## src/rtl/stream_upsizer_pkg.sv

```systemverilog
// Shared types and helpers for the stream upsizer.
package stream_pkg;

   // The upsizer has two states: gathering beats, or presenting a finished word.
   typedef enum logic {
      FILL,
      HOLD
   } upsz_state_t;

   // Returns the bit width of the lane index for a word of `ratio` lanes.
   function automatic int unsigned lane_w(input int unsigned ratio);
      return (ratio < 2) ? 1 : $clog2(ratio);
   endfunction

endpackage

```

## src/rtl/stream_upsizer_if.sv

```systemverilog
// Narrow-in / wide-out stream bundle for the upsizer.
interface stream_upsizer_if #(
   parameter int unsigned IN_W  = 8,
   parameter int unsigned RATIO = 4
);

   logic                    in_valid;
   logic                    in_ready;
   logic [IN_W-1:0]         in_data;
   logic                    in_last;
   logic                    out_valid;
   logic                    out_ready;
   logic [IN_W*RATIO-1:0]   out_data;
   logic [RATIO-1:0]        out_keep;
   logic                    out_last;

   // Upsizer side: consumes narrow beats, produces packed words.
   modport slave (
      input  in_valid, in_data, in_last, out_ready,
      output in_ready, out_valid, out_data, out_keep, out_last
   );

   // Environment side: produces narrow beats, consumes packed words.
   modport master (
      output in_valid, in_data, in_last, out_ready,
      input  in_ready, out_valid, out_data, out_keep, out_last
   );

endinterface

```

## src/rtl/stream_upsizer.sv

```systemverilog
// Packs RATIO narrow beats (little-endian) into one wide word with a lane
// keep mask; in_last closes a word early and is carried to out_last.
module stream_upsizer
   import stream_pkg::*;
#(
   parameter int unsigned IN_W  = 8,
   parameter int unsigned RATIO = 4
) (
   input  logic              clk,
   input  logic              rst,
   stream_upsizer_if.slave   bus
);

   localparam int unsigned LW    = lane_w(RATIO);
   localparam int unsigned OUT_W = IN_W * RATIO;

   upsz_state_t   state;
   logic [LW-1:0] lane;
   logic          accept;
   logic          drain;
   logic          last_lane;

   // out_valid is a pure decode of the registered state, so there is no
   // combinational path from in_valid to out_valid.
   assign bus.out_valid = (state == HOLD);
   assign bus.in_ready  = !bus.out_valid || bus.out_ready;

   assign accept    = bus.in_valid && bus.in_ready;
   assign drain     = bus.out_valid && bus.out_ready;
   assign last_lane = (lane == LW'(RATIO - 1));

   // Accumulate beats directly into the output word register; the word is
   // cleared on drain so unused lanes of a short word read as zero.
   always_ff @(posedge clk) begin
      if (rst) begin
         state        <= FILL;
         lane         <= '0;
         bus.out_data <= '0;
         bus.out_keep <= '0;
         bus.out_last <= 1'b0;
      end else begin
         case (state)
            FILL: begin
               if (accept) begin
                  bus.out_data[lane*IN_W +: IN_W] <= bus.in_data;
                  bus.out_keep[lane]              <= 1'b1;
                  if (last_lane || bus.in_last) begin
                     state        <= HOLD;
                     bus.out_last <= bus.in_last;
                     lane         <= '0;
                  end else begin
                     lane <= lane + LW'(1);
                  end
               end
            end
            HOLD: begin
               if (drain) begin
                  if (accept) begin
                     // Drain and refill on the same edge: new beat starts lane 0.
                     bus.out_data <= OUT_W'(bus.in_data);
                     bus.out_keep <= RATIO'(1);
                     bus.out_last <= bus.in_last;
                     if (bus.in_last) begin
                        state <= HOLD;
                        lane  <= '0;
                     end else begin
                        state <= FILL;
                        lane  <= LW'(1);
                     end
                  end else begin
                     bus.out_data <= '0;
                     bus.out_keep <= '0;
                     bus.out_last <= 1'b0;
                     state        <= FILL;
                     lane         <= '0;
                  end
               end
            end
            default: begin
               state <= FILL;
               lane  <= '0;
            end
         endcase
      end
   end

endmodule

```

## src/flat_wrapper.sv

```systemverilog
// flat-port wrapper written by rule: the top's interface ports become plain ports
module stream_upsizer_flat import stream_pkg::*;
#(
   parameter int unsigned IN_W  = 8,
   parameter int unsigned RATIO = 4
)
  (clk, rst, bus_in_valid, bus_in_data, bus_in_last, bus_out_ready, bus_in_ready, bus_out_valid, bus_out_data, bus_out_keep, bus_out_last);
  stream_upsizer_if #(.IN_W(IN_W), .RATIO(RATIO)) bus_i ();
  input  logic clk;
  input  logic rst;
  input wire logic [$bits(bus_i.in_valid)-1:0] bus_in_valid;
  input wire logic [$bits(bus_i.in_data)-1:0] bus_in_data;
  input wire logic [$bits(bus_i.in_last)-1:0] bus_in_last;
  input wire logic [$bits(bus_i.out_ready)-1:0] bus_out_ready;
  output wire logic [$bits(bus_i.in_ready)-1:0] bus_in_ready;
  output wire logic [$bits(bus_i.out_valid)-1:0] bus_out_valid;
  output wire logic [$bits(bus_i.out_data)-1:0] bus_out_data;
  output wire logic [$bits(bus_i.out_keep)-1:0] bus_out_keep;
  output wire logic [$bits(bus_i.out_last)-1:0] bus_out_last;
  assign bus_i.in_valid = bus_in_valid;
  assign bus_i.in_data = bus_in_data;
  assign bus_i.in_last = bus_in_last;
  assign bus_i.out_ready = bus_out_ready;
  assign bus_in_ready = bus_i.in_ready;
  assign bus_out_valid = bus_i.out_valid;
  assign bus_out_data = bus_i.out_data;
  assign bus_out_keep = bus_i.out_keep;
  assign bus_out_last = bus_i.out_last;
  stream_upsizer #(.IN_W(IN_W), .RATIO(RATIO)) u_core (.clk(clk), .rst(rst), .bus(bus_i));
endmodule
```

## config.mk

```make
export PLATFORM = sky130hd
export DESIGN_NAME = stream_upsizer_flat
export DESIGN_NICKNAME = d
export VERILOG_FILES = /design/src/rtl/stream_upsizer_pkg.sv /design/src/rtl/stream_upsizer_if.sv /design/src/rtl/stream_upsizer.sv /design/src/flat_wrapper.sv
export SDC_FILE = /design/constraint.sdc
export NUM_CORES = 1
export LEC_CHECK = 0
export BUFFER_PORTS_ARGS = -buffer_cell sky130_fd_sc_hd__buf_2
export CAP_MARGIN = 20
export CORE_UTILIZATION = 46
export CTS_CLUSTER_DIAMETER = 50
export DETAILED_ROUTE_END_ITERATION = 6
export PLACE_DENSITY = 0.73
export SETUP_SLACK_MARGIN = 0.2
export SYNTH_ARGS = -nofsm -noshare
export SYNTH_HDL_FRONTEND = slang
export SYNTH_SLANG_ARGS = --single-unit
```

## constraint.sdc

```tcl
create_clock -name clk -period 1.7 [get_ports clk]
set_input_delay 0.17 -clock clk [delete_from_list [all_inputs] [get_ports clk]]
set_output_delay 0.17 -clock clk [all_outputs]
set_load 0.01 [all_outputs]
```

# ---- Yosys cells after proc, flatten, opt, wreduce, memory -nomap -nowiden
# Cells that the tools add are included.
dict set report classes {
  addsub 2
  n_lt_le_gt_ge 2
  eq_ne 4
  n_shift 2
  mux 28
  bitwise 2
  n_reduce_logical 8
}
# cell count
set ops {}
lappend ops {{32-bit 2-to-1 mux} 2}
lappend ops {{32-bit case mux with 2 select lines} 1}
lappend ops {{5-bit negator with 34-bit output} 1}
lappend ops {{8-bit by 34-bit variable shift with 32-bit output (first input constant)} 1}
lappend ops {{8-bit by 34-bit variable part select with 32-bit output} 1}
lappend ops {{32-bit bitwise mux} 1}
lappend ops {{1-bit 2-to-1 mux} 13}
lappend ops {{4-bit 2-to-1 mux} 2}
lappend ops {{8-bit 2-to-1 mux} 1}
lappend ops {{4-bit case mux with 2 select lines} 1}
lappend ops {{2-bit 2-to-1 mux} 3}
lappend ops {{2-bit by 1-bit != test with 1-bit output (second input constant)} 2}
lappend ops {{4-bit OR} 1}
lappend ops {{1-bit case mux with 2 select lines} 2}
lappend ops {{2-bit case mux with 2 select lines} 1}
lappend ops {{1-bit logical AND} 3}
lappend ops {{2-bit by 3-bit less-than comparator with 1-bit output (second input constant)} 1}
lappend ops {{3-bit AND reduction} 1}
lappend ops {{2-bit by 1-bit adder with 2-bit output (second input constant)} 1}
lappend ops {{1-bit demux with 2-bit select} 1}
lappend ops {{2-bit == test (second input constant)} 1}
lappend ops {{2-bit by 1-bit >= comparator with 1-bit output (second input constant)} 1}
lappend ops {{1-bit logical OR} 2}
lappend ops {{2-bit != test (second input constant)} 1}
lappend ops {{3 further kinds} 3}
dict set report totals {
  ff_bits 40
  in_bits 13
  out_inout_bits 39
  elab_cells 53
}

# ---- Logic depth before layout (Yosys ltp)
# Gate-level depths: netlist of the first run.
dict set report logic_depth {
  ltp_word 7
  ltp_mapped 6
}

# ---- Least setup slack after synthesis of the first run
# No wires, ideal clock.
dict set report synth_timing {
  kind {flip-flop to flip-flop}
  from {register u_core.lane[0]}
  to {register u_core.bus.out_data[17]}
  arrival_time_ns 1.616
  t_required_ns 1.629
  slack_ns 0.013
  stages_incl_launch_ff 7
  period_less_slack_ns 1.687
  path_cell_list {dfxtp_1 inv_1 ha_1 nor3b_4 buf_6 o2111ai_1 a21oi_1}
}
dict set report synth_between {
  elab_chain_len 5
}
# item line_no
set synth_lines {}
lappend synth_lines {{from (decl)} stream_upsizer.sv:18} ;# logic [LW-1:0] lane;
lappend synth_lines {{from (signal assigned)} stream_upsizer.sv:52} ;# lane <= lane + LW'(1);
lappend synth_lines {{5-bit negator with 34-bit output (*)} stream_upsizer.sv:45} ;# bus.out_data[lane*IN_W +: IN_W] <= bus.in_data;
lappend synth_lines {{8-bit by 34-bit variable part select with 32-bit output / 8-bit by 34-bit variable shift with 32-bit output (equally long branches)} stream_upsizer.sv:45}
lappend synth_lines {{32-bit bitwise mux (*)} stream_upsizer.sv:45}
lappend synth_lines {{32-bit 2-to-1 mux (*)} stream_upsizer.sv:44} ;# if (accept) begin
lappend synth_lines {{32-bit case mux with 2 select lines (*)} stream_upsizer.sv:42} ;# case (state)
lappend synth_lines {{to (signal, indexed assignment)} stream_upsizer.sv:45}
lappend synth_lines {{to (signal assigned)} stream_upsizer.sv:60} ;# bus.out_data <= OUT_W'(bus.in_data);
lappend synth_lines {{to (decl)} stream_upsizer_if.sv:20} ;# output in_ready, out_valid, out_data, out_keep, out_last
# Mark *: on every way between the ends. The rest lies on a longest branch, timed or not. The select of a mux whose other input is x is not followed.
# A chain may end at the register's enable or synchronous reset.

# ---- Worst setup path in the final report of the first run
dict set report layout_timing {
  from {register u_core.lane[1]}
  to {register u_core.bus.out_data[15]}
}
# The elaborated chain is that of the path after synthesis.

==> results of run 1 <==
==> worst min-delay path by stage <==
stage                                 from                endpoint  cells after the start
detailed placement  u_core.bus.out_data[2]  u_core.bus.out_data[2]                      1
global route                   bus_in_last     u_core.bus.out_last                      3
CTS                            bus_in_last     u_core.bus.out_last                      3
floorplan                      bus_in_last     u_core.bus.out_last                      2
global placement    u_core.bus.out_keep[0]  u_core.bus.out_keep[0]                      2
finish                         bus_in_last     u_core.bus.out_last                      3
==> layer usage <==
metal | wire length (µm) | share of wire, % | GRT usage [%]
met1 | 2382 | 45 | 31.13
met2 | 2414 | 46 | 36.10
met3 | 290 | 5.5 | 5.172
met4 | 155 | 3.0 | 10.33
met5 | 0 | 0 | 0
==> Yosys cell counts, drive strengths merged (2+ instances only) <==
cell type,instances,share of area (%)
nor3b,2,2.0
ha,8,5.3
a21oi,30,8.2
clkbuf,9,1.9
and2,2,0.80
o21ai,4,1.1
nor2,6,1.3
inv,3,0.60
nand2,3,0.60
and3b,4,1.9
buf,11,4.1
nand3,25,6.7
nand3b,4,1.6
a22oi,3,1.2
a32o,8,4.3
dfxtp,40,43
nor2b,6,2.0
o2111ai,24,11
==> worst reg2reg max path, stage by stage, from the launching register on <==
cell and delay, ns:
dfxtp_4 0.39, inv_6 0.05, ha_4 0.28, nor3b_4 0.24, buf_6 0.21, o2111ai_4 0.14, a21oi_2 0.14
==> sequential cells by signal, indices dropped and copies added (netlist names) <==
register and count:
u_core.bus.out_last 1, u_core.bus.out_data 32, u_core.bus.out_keep 4, u_core.bus.out_valid 1
u_core.lane 2
==> cells by family after synthesis <==
family	count (synthesis)	synth area share [%]
simple gates	54	17.59
flops	40	42.64
compound gates	71	27.32
fa+ha+maj	8	5.330
buf+inv	23	6.595
mux	1	0.5330
==> stage by stage <==
step           worst slack (ns)  power (mW)  hold slack, ns  util (%)  instance area [µm²]
2_1_floorplan            0.2169       1.134          0.3219         -                 1898
3_3_place_gp             0.1449       1.208          0.4442     56.69                 2153
3_5_place_dp             0.1513       1.209          0.4530     56.69                 2153
4_1_cts                  0.2014       1.851          0.1650     59.75                 2270
5_1_grt                 0.09545       1.954          0.1825     67.46                 2562
6_report                 0.1849       1.894          0.1654     67.46                 2562
==> repair_timing <==
| action | 4_1_cts | 5_1_grt |
|---|---|---|
| hold buffers | 0 | 0 |
| pin swaps | 0 | 27 |
| setup endpoints to repair | 32 | 31 |
| resized for setup | 4 | 45 |
| gates cloned | 0 | 1 |
| setup buffers | 2 | 5 |
==> cell type report <==
type	instances	area [µm²]
Fill cell	311	1236
Tap cell	48	60.06
Sequential cell	40	809.5
Timing Repair Buffer	65	367.9
Multi-Input combinational cell	135	1216
Clock buffer	8	90.09
Inverter	3	18.77
==> power by group <==
part           leakage (nW)  internal, mW  switching, mW
sequential            0.326         0.956         0.0172
combinational         0.575         0.103          0.163
clock                0.0455         0.331          0.323
total                 0.946          1.39          0.503
==> flow_metrics.tcl, run 1 <==
set metrics [dict create \
    crit_start "u_core.lane[1]" \
    reg2reg_to "u_core.bus.out_data[15]" \
    drive_gt1_share_pct 46.61 \
    drtIter0Drc 145 \
    run_status "complete, no violations" \
    cpMaxStageDelayCell "dfxtp_4" \
    die_area_um2 4342 \
    synth_seq_cells 40 \
    p_per_area_nw_per_um2 739.0 \
    slew_headroom_pct 69.15 \
    grt_pass1_vias 1548 \
    crit_chain "inv_6 -> ha_4 -> nor3b_4 -> buf_6 -> o2111ai_4 -> a21oi_2" \
    routabilityCongestion 0.8219 \
    peakVddDrop_mv 0.5395 \
    cap_violations 0 \
    cts_max_level 2 \
    synth_cells 197 \
    cp.arrival_ns 1.74 \
    routedWlPerCell_um 17.53 \
    hold_violations 0 \
    hold_path_class "primary input to register" \
    cts_tree "done" \
    synth_area_per_cell_um2 9.533 \
    area_delta_synth_final_pct 36.44 \
    worst-path-stages 6 \
    cts_max_path_buffers 2 \
    critPathMaxStageDelay_ns 0.39 \
    required_ns 1.93 \
    dpl.hpwl_mm 3.230 \
    syn-cell-area_um2 1878 \
    regToRegSetupSlack_ns 0.18 \
    clkTransAtPathRegs_ns 0.08 \
    endpoint_kind "register" \
    via_per_inst 6.094 \
    post-place-cells 283 \
    insertion_delay_ns 0.29 \
    dr.pass1.iters 4 \
    grt-ovfl-total 0 \
    timing.rr.start "u_core.lane[1]" \
    crit_fanout 8 \
    cts_buffers 5 \
    antenna_found_initial 0 \
    stdcell_count 299 \
    critPathKind "register to register" \
    dieHeight_um 65.90 \
    critical_path_buf_inv_count 2 \
    fin_crit_ns 1.515 \
    yosysSeqAreaShare_pct 42.64 \
    root_buffer "clkbuf_8" \
    grtUsageTotal_pct 23.45 \
    grt_max_degree 29 \
    post-route-period-util_pct 89.12 \
    nets 271 \
    numPortBuffers 51 \
    synth_edf_count 0 \
    wirelength_mm 5.242 \
    initial_core_util_pct 49.44 \
    worst_path_dominant_cell_family "flip-flops" \
    num_vias 1822 \
    synth_nets 218 \
    pin_count 52 \
    async_flop_share_pct 0 \
    final_common_cell "buf_2" \
    p_leak_nw 0.9464 \
    final_cell_mix "51 x buf_2, 37 x dfxtp_1, 25 x nand3_1" \
    grt_setup_unrepaired "true" \
    setup_violations 0 \
    synth_ff_type "dfxtp_1" \
    setup.worst_path.end "u_core.bus.out_data[15]" \
    fmax_mhz 660.0 \
    setup_tns_ns 0 \
    die_w_um 65.90 \
    route.detailed.drc 0 \
    yosysUniqueCellTypes 30 \
    critical_path.startpoint_type "register" \
    final_antenna_net_count 0 \
    antenna_cells 0 \
    cts_sinks 40 \
    drv_slew 0 \
    core_um2 3799 \
    max_slew.worst_pin.slew_ns 0.4627 \
    yosys_warnings 0 \
    rows 22 \
    skew_ns 0.005447 \
    reg2reg_depth 6 \
    grt_first_pass_wirelength_mm 7.555 \
]
Note: power is estimated with default switching activity, not from simulation.
==> run 2, diff against run 1 <==
--- a/config.mk
+++ b/config.mk
@@ -5,12 +5,13 @@
 export SDC_FILE = /design/constraint.sdc
 export NUM_CORES = 1
 export LEC_CHECK = 0
-export BUFFER_PORTS_ARGS = -buffer_cell sky130_fd_sc_hd__buf_2
 export CAP_MARGIN = 20
-export CORE_UTILIZATION = 46
+export CORE_UTILIZATION = 50
 export CTS_CLUSTER_DIAMETER = 50
 export DETAILED_ROUTE_END_ITERATION = 6
-export PLACE_DENSITY = 0.73
+export DONT_BUFFER_PORTS = 1
+export PLACE_DENSITY = 0.68
+export RECOVER_POWER = 25
 export SETUP_SLACK_MARGIN = 0.2
 export SYNTH_ARGS = -nofsm -noshare
 export SYNTH_HDL_FRONTEND = slang
==> run 2 against run 1 <==
First-iteration DRC count is 3.4% lower. Cell count is 19% lower. Die area is 7.8% lower. Worst setup slack better by 0.0021 ns. Register-to-register slack hardly changed. Clock skew is 0.0013 ns higher. Sequential share of layout area is 5.9 points higher. Critical endpoint is now u_core.bus.out_data[22]. Largest cell class unchanged. Largest power group unchanged.
==> flow_metrics.tcl, run 2 (same netlist as run 1, synthesis figures left out) <==
set metrics [dict create \
    run_status "complete, no violations" \
    hold_violations 0 \
    grt_setup_unrepaired "true" \
    fin_crit_ns 1.513 \
    cts_tree "done" \
    critical_path.startpoint_type "register" \
    slew_headroom_pct 72.91 \
    p_int_mw 1.466 \
    numPortBuffers 0 \
    final_cell_mix "37 x dfxtp_1, 25 x nand3_1, 22 x a21oi_1" \
    grt_max_degree 35 \
    p_per_area_nw_per_um2 884.9 \
    holdWs_ns 0.02319 \
    grt_first_pass_wirelength_mm 7.396 \
    skew_ns 0.006722 \
    grtUsageTotal_pct 23.62 \
    grt-ovfl-total 0 \
    die_area_um2 4005 \
    peakVddDrop_mv 0.5055 \
    routabilityCongestion 0.8590 \
    cts_sinks 40 \
    clkTransAtPathRegs_ns 0.07 \
    final_antenna_net_count 0 \
    setup_tns_ns 0 \
    grt_pass1_vias 1485 \
    regMostFlops "u_core.bus.out_data" \
    core_um2 3468 \
    cap_violations 0 \
    fillers 298 \
    drtIter0Drc 140 \
    num_vias 1582 \
    final_common_cell "dfxtp_1" \
    die_w_um 63.29 \
    critPathKind "register to register" \
    antenna_cells 0 \
    routedWlPerCell_um 20.03 \
    post-place-cells 230 \
    combPwrFrac_pct 9.2 \
    wirelength_mm 4.848 \
    endpoint_kind "register" \
    cts_max_level 2 \
    p_seq_share_pct 51.5 \
    largest_reg_flops 32 \
    crit_fanout 8 \
    required_ns 1.92 \
    cp.arrival_ns 1.74 \
    rows 21 \
    cts_buffers 5 \
    fmax_mhz 661.0 \
    register_area_um2 809.5 \
    place_area_um2 1896 \
    drive_gt1_share_pct 25.00 \
    switching_share_pct 23.21 \
    dpl.hpwl_mm 3.238 \
    total_power_mw 1.909 \
    insertion_delay_ns 0.29 \
    antenna_found_initial 0 \
    pin_count 52 \
    stdcell_count 242 \
    initial_core_util_pct 54.15 \
    dieHeight_um 63.29 \
    multiInputGateArea_um2 1066 \
    final_area_um2 2157 \
    via_per_inst 6.537 \
    route.detailed.drc 0 \
    max_slew.worst_pin.slew_ns 0.4063 \
    drv_slew 0 \
    nets 216 \
    area_delta_synth_final_pct 14.86 \
    root_buffer "clkbuf_8" \
    cts_max_path_buffers 2 \
    dr.pass1.iters 4 \
    hold_path_class "primary input to register" \
    reg_top3 "u_core.bus.out_data x32, u_core.bus.out_keep x4, u_core.lane x2" \
    setup_violations 0 \
    p_leak_nw 0.6834 \
    post-route-period-util_pct 89.00 \
    pwr-share-clk_pct 39.3 \
    p_switching_uw 443.0 \
]
-- run 2: metal layers --
layer / track usage, % / vias to the layer above / routed length, µm
met5: 0 / - / 0
met4: 6.250 / 0 / 80
met3: 7.065 / 8 / 314
met2: 40.32 / 58 / 2530
met1: 28.70 / 761 / 1924
li1: - / 755 / -
-- run 2: cell type report --
type,instances,area share [%]
clock buffers,6,3.364
clock inverters,2,1.624
inverters,3,0.6381
multi-input cells,134,49.42
flip-flops and latches,40,37.53
well taps,46,2.668
repair buffers,11,4.756
-- run 2: worst paths after layout --
check             depth (start not counted)  slack [ns]              startpoint                      end
setup / recovery                          6        0.19          u_core.lane[1]  u_core.bus.out_data[22]
hold reg to reg                           2        0.51  u_core.bus.out_keep[0]   u_core.bus.out_keep[0]
hold / removal                            2        0.02          bus_in_data[2]  u_core.bus.out_data[18]
setup reg to reg                          6        0.19          u_core.lane[1]  u_core.bus.out_data[22]
-- run 2: critical path: stages, from the launching register on --
cell and delay (ns):
dfxtp_4 0.39, inv_4 0.06, ha_4 0.28, nor3b_4 0.23, buf_6 0.19, o2111ai_2 0.14, a21oi_2 0.17
-- run 2: timing repair --
action,4_1_cts,5_1_grt
setup buffers,2,0
endpoints found under the hold margin,32,32
endpoints found under the setup margin,26,31
pin swaps,1,19
gates cloned,1,0
resized for setup,8,18
-- run 2: metrics by stage --
step	utilization, %	setup slack, ns
finish	62.19	0.1870
global route	62.19	0.1117
CTS	59.13	0.2011
detailed placement	54.65	0.1208
global placement	54.65	0.2037
floorplan	-	0.2169
-- run 2: power groups by stage --
| stage | sequential [mW] | clock (mW) | combinational [mW] |
|---|---|---|---|
| after floorplan | 1.00 | 0 | 0.132 |
| after global placement | 1.01 | 0 | 0.131 |
| after detailed placement | 1.01 | 0 | 0.137 |
| after CTS | 0.983 | 0.755 | 0.151 |
| after global routing | 0.986 | 0.797 | 0.189 |
| final | 0.984 | 0.750 | 0.175 |
==> run 3, diff against run 2 <==
--- a/config.mk
+++ b/config.mk
@@ -10,7 +10,7 @@
 export CTS_CLUSTER_DIAMETER = 50
 export DETAILED_ROUTE_END_ITERATION = 6
 export DONT_BUFFER_PORTS = 1
-export PLACE_DENSITY = 0.68
+export PLACE_DENSITY = 0.8
 export RECOVER_POWER = 25
 export SETUP_SLACK_MARGIN = 0.2
 export SYNTH_ARGS = -nofsm -noshare
==> run 3 against run 2 <==
Global-route usage rose by 0.088 points. Register-to-register slack improved by 0.02 ns. Core utilization fell by 1.1 points. Clock skew fell by 0.0025 ns. Cell count rose by 1.2%. Critical endpoint is now u_core.bus.out_data[8]. Sequential power barely moved. Non-clock buffer count rose by 3.
==> flow_metrics.tcl, run 3 (same netlist as run 1, synthesis figures left out) <==
set metrics [dict create \
    via_per_inst 6.547 \
    antenna_found_initial 0 \
    regMostFlops "u_core.bus.out_data" \
    rows 21 \
    grt_pass1_vias 1463 \
    cts_buffers 5 \
    cts_max_path_buffers 2 \
    run_status "complete, no violations" \
    insertion_delay_ns 0.30 \
    area_delta_synth_final_pct 12.79 \
    setup_violations 0 \
    dr.pass1.iters 4 \
    grtUsageTotal_pct 23.71 \
    pin_count 52 \
    wirelength_mm 4.812 \
    initial_core_util_pct 54.15 \
    hold_violations 0 \
    num_vias 1604 \
    final_common_cell "dfxtp_1" \
    met3_usage_pct 9.964 \
    p_int_mw 1.363 \
    grt_first_pass_wirelength_mm 7.217 \
    die_w_um 63.29 \
    p_switching_uw 444.8 \
    critical_path.startpoint_type "register" \
    routedWlPerCell_um 19.64 \
    grt_setup_unrepaired "true" \
    grt_use_met1_pct 26.82 \
    cp.arrival_ns 1.73 \
    route.detailed.drc 0 \
    critPathKind "register to register" \
    grt_max_degree 35 \
    p_per_area_nw_per_um2 853.5 \
    combPwrFrac_pct 9.6 \
    routabilityCongestion 0.9492 \
    required_ns 1.93 \
    crit_fanout 8 \
    post-route-util_pct 61.08 \
    holdWs_ns 0.009688 \
    slew_headroom_pct 75.50 \
    nets 219 \
    p_seq_share_pct 54.4 \
    cts_tree "done" \
    reg_top3 "u_core.bus.out_data x32, u_core.bus.out_keep x4, u_core.lane x2" \
    p_leak_nw 0.6883 \
    skew_ns 0.004191 \
    peakVddDrop_mv 0.6591 \
    antenna_cells 0 \
    core_um2 3468 \
    fin_crit_ns 1.493 \
    drtIter0Drc 90 \
    numPortBuffers 0 \
    dpl.hpwl_mm 3.241 \
    cts_sinks 40 \
    hold_path_class "primary input to register" \
    pwr-share-clk_pct 36.0 \
    root_buffer "clkbuf_8" \
    die_area_um2 4005 \
    cap_violations 0 \
    dieHeight_um 63.29 \
    met2_usage_pct 39.52 \
    final_cell_mix "37 x dfxtp_1, 27 x a21oi_1, 25 x nand3_1" \
    setup_tns_ns 0 \
    grt-ovfl-total 0 \
    busiest_layer "met2" \
    max_slew.worst_pin.slew_ns 0.3664 \
    endpoint_kind "register" \
    switching_share_pct 24.61 \
    cts_max_level 2 \
    drv_slew 0 \
    clkTransAtPathRegs_ns 0.07 \
    largest_reg_flops 32 \
    fmax_mhz 669.7 \
    post-route-period-util_pct 87.83 \
    final_antenna_net_count 0 \
    drive_gt1_share_pct 20.60 \
]
[run 3: changes by cell type in the layout (fill, tap and decap cells not counted), sizes merged]
| cell | change |
|---|---|
| bufinv | -1 |
| buf | +3 |
| clkbuf | +2 |
| clkinv | -1 |
[run 3: worst max-delay path, cell delays in order (launching register included)]
cell	delay, ns
dfxtp_4	0.39
inv_4	0.06
ha_4	0.28
nor3b_4	0.24
buf_6	0.18
o2111ai_1	0.13
a21oi_1	0.15
[run 3: path summary, 6_finish.rpt]
kind / start / endpoint / slack [ns] / cells past startpoint
setup / recovery: u_core.lane[1] / u_core.bus.out_data[8] / 0.21 / 6
hold / removal: bus_in_data[7] / u_core.bus.out_data[15] / 0.01 / 2
setup reg to reg: u_core.lane[1] / u_core.bus.out_data[8] / 0.21 / 6
hold reg to reg: u_core.bus.out_keep[0] / u_core.bus.out_keep[0] / 0.51 / 2
[run 3: metrics by stage]
step           instance area, µm²  total power, mW  cells  setup WS (ns)
6_report                     2118            1.808    245         0.2069
5_1_grt                      2118            1.870    245         0.1339
4_1_cts                      2014            1.785    240         0.2087
3_5_place_dp                 1888            1.144    229        0.09547
3_3_place_gp                 1888            1.136    229         0.2269
2_1_floorplan                1898            1.134    197         0.2169
[run 3: routing by layer]
| metal | share of wire [%] | vias up |
|---|---|---|
| met4 | 2.1 | 0 |
| met1 | 40 | 767 |
| met2 | 49 | 63 |
| li1 | - | 759 |
| met3 | 8.8 | 15 |
| met5 | 0 | - |
[run 3: cell type report]
class                      instances  area (µm²)
fill                             309        1350
multi-input combinational        134        1022
timing repair buffer              14       125.1
inverter                           3       13.76
tap                               46       57.56
sequential                        40       809.5
clock buffer                       8       90.09
[run 3: power groups by stage]
stage	clock network, mW	registers (mW)	logic, mW
2_1_floorplan	0	1.00	0.132
3_3_place_gp	0	1.01	0.128
3_5_place_dp	0	1.01	0.134
4_1_cts	0.655	0.983	0.146
5_1_grt	0.697	0.986	0.187
6_report	0.651	0.983	0.174
[run 3: what timing repair did]
item	4_1_cts	5_1_grt
setup buffers	2	4
cloned	1	0
gates resized for setup	6	12
pin swaps	1	17
setup endpoints to repair	30	33
hold endpoints to repair	32	32
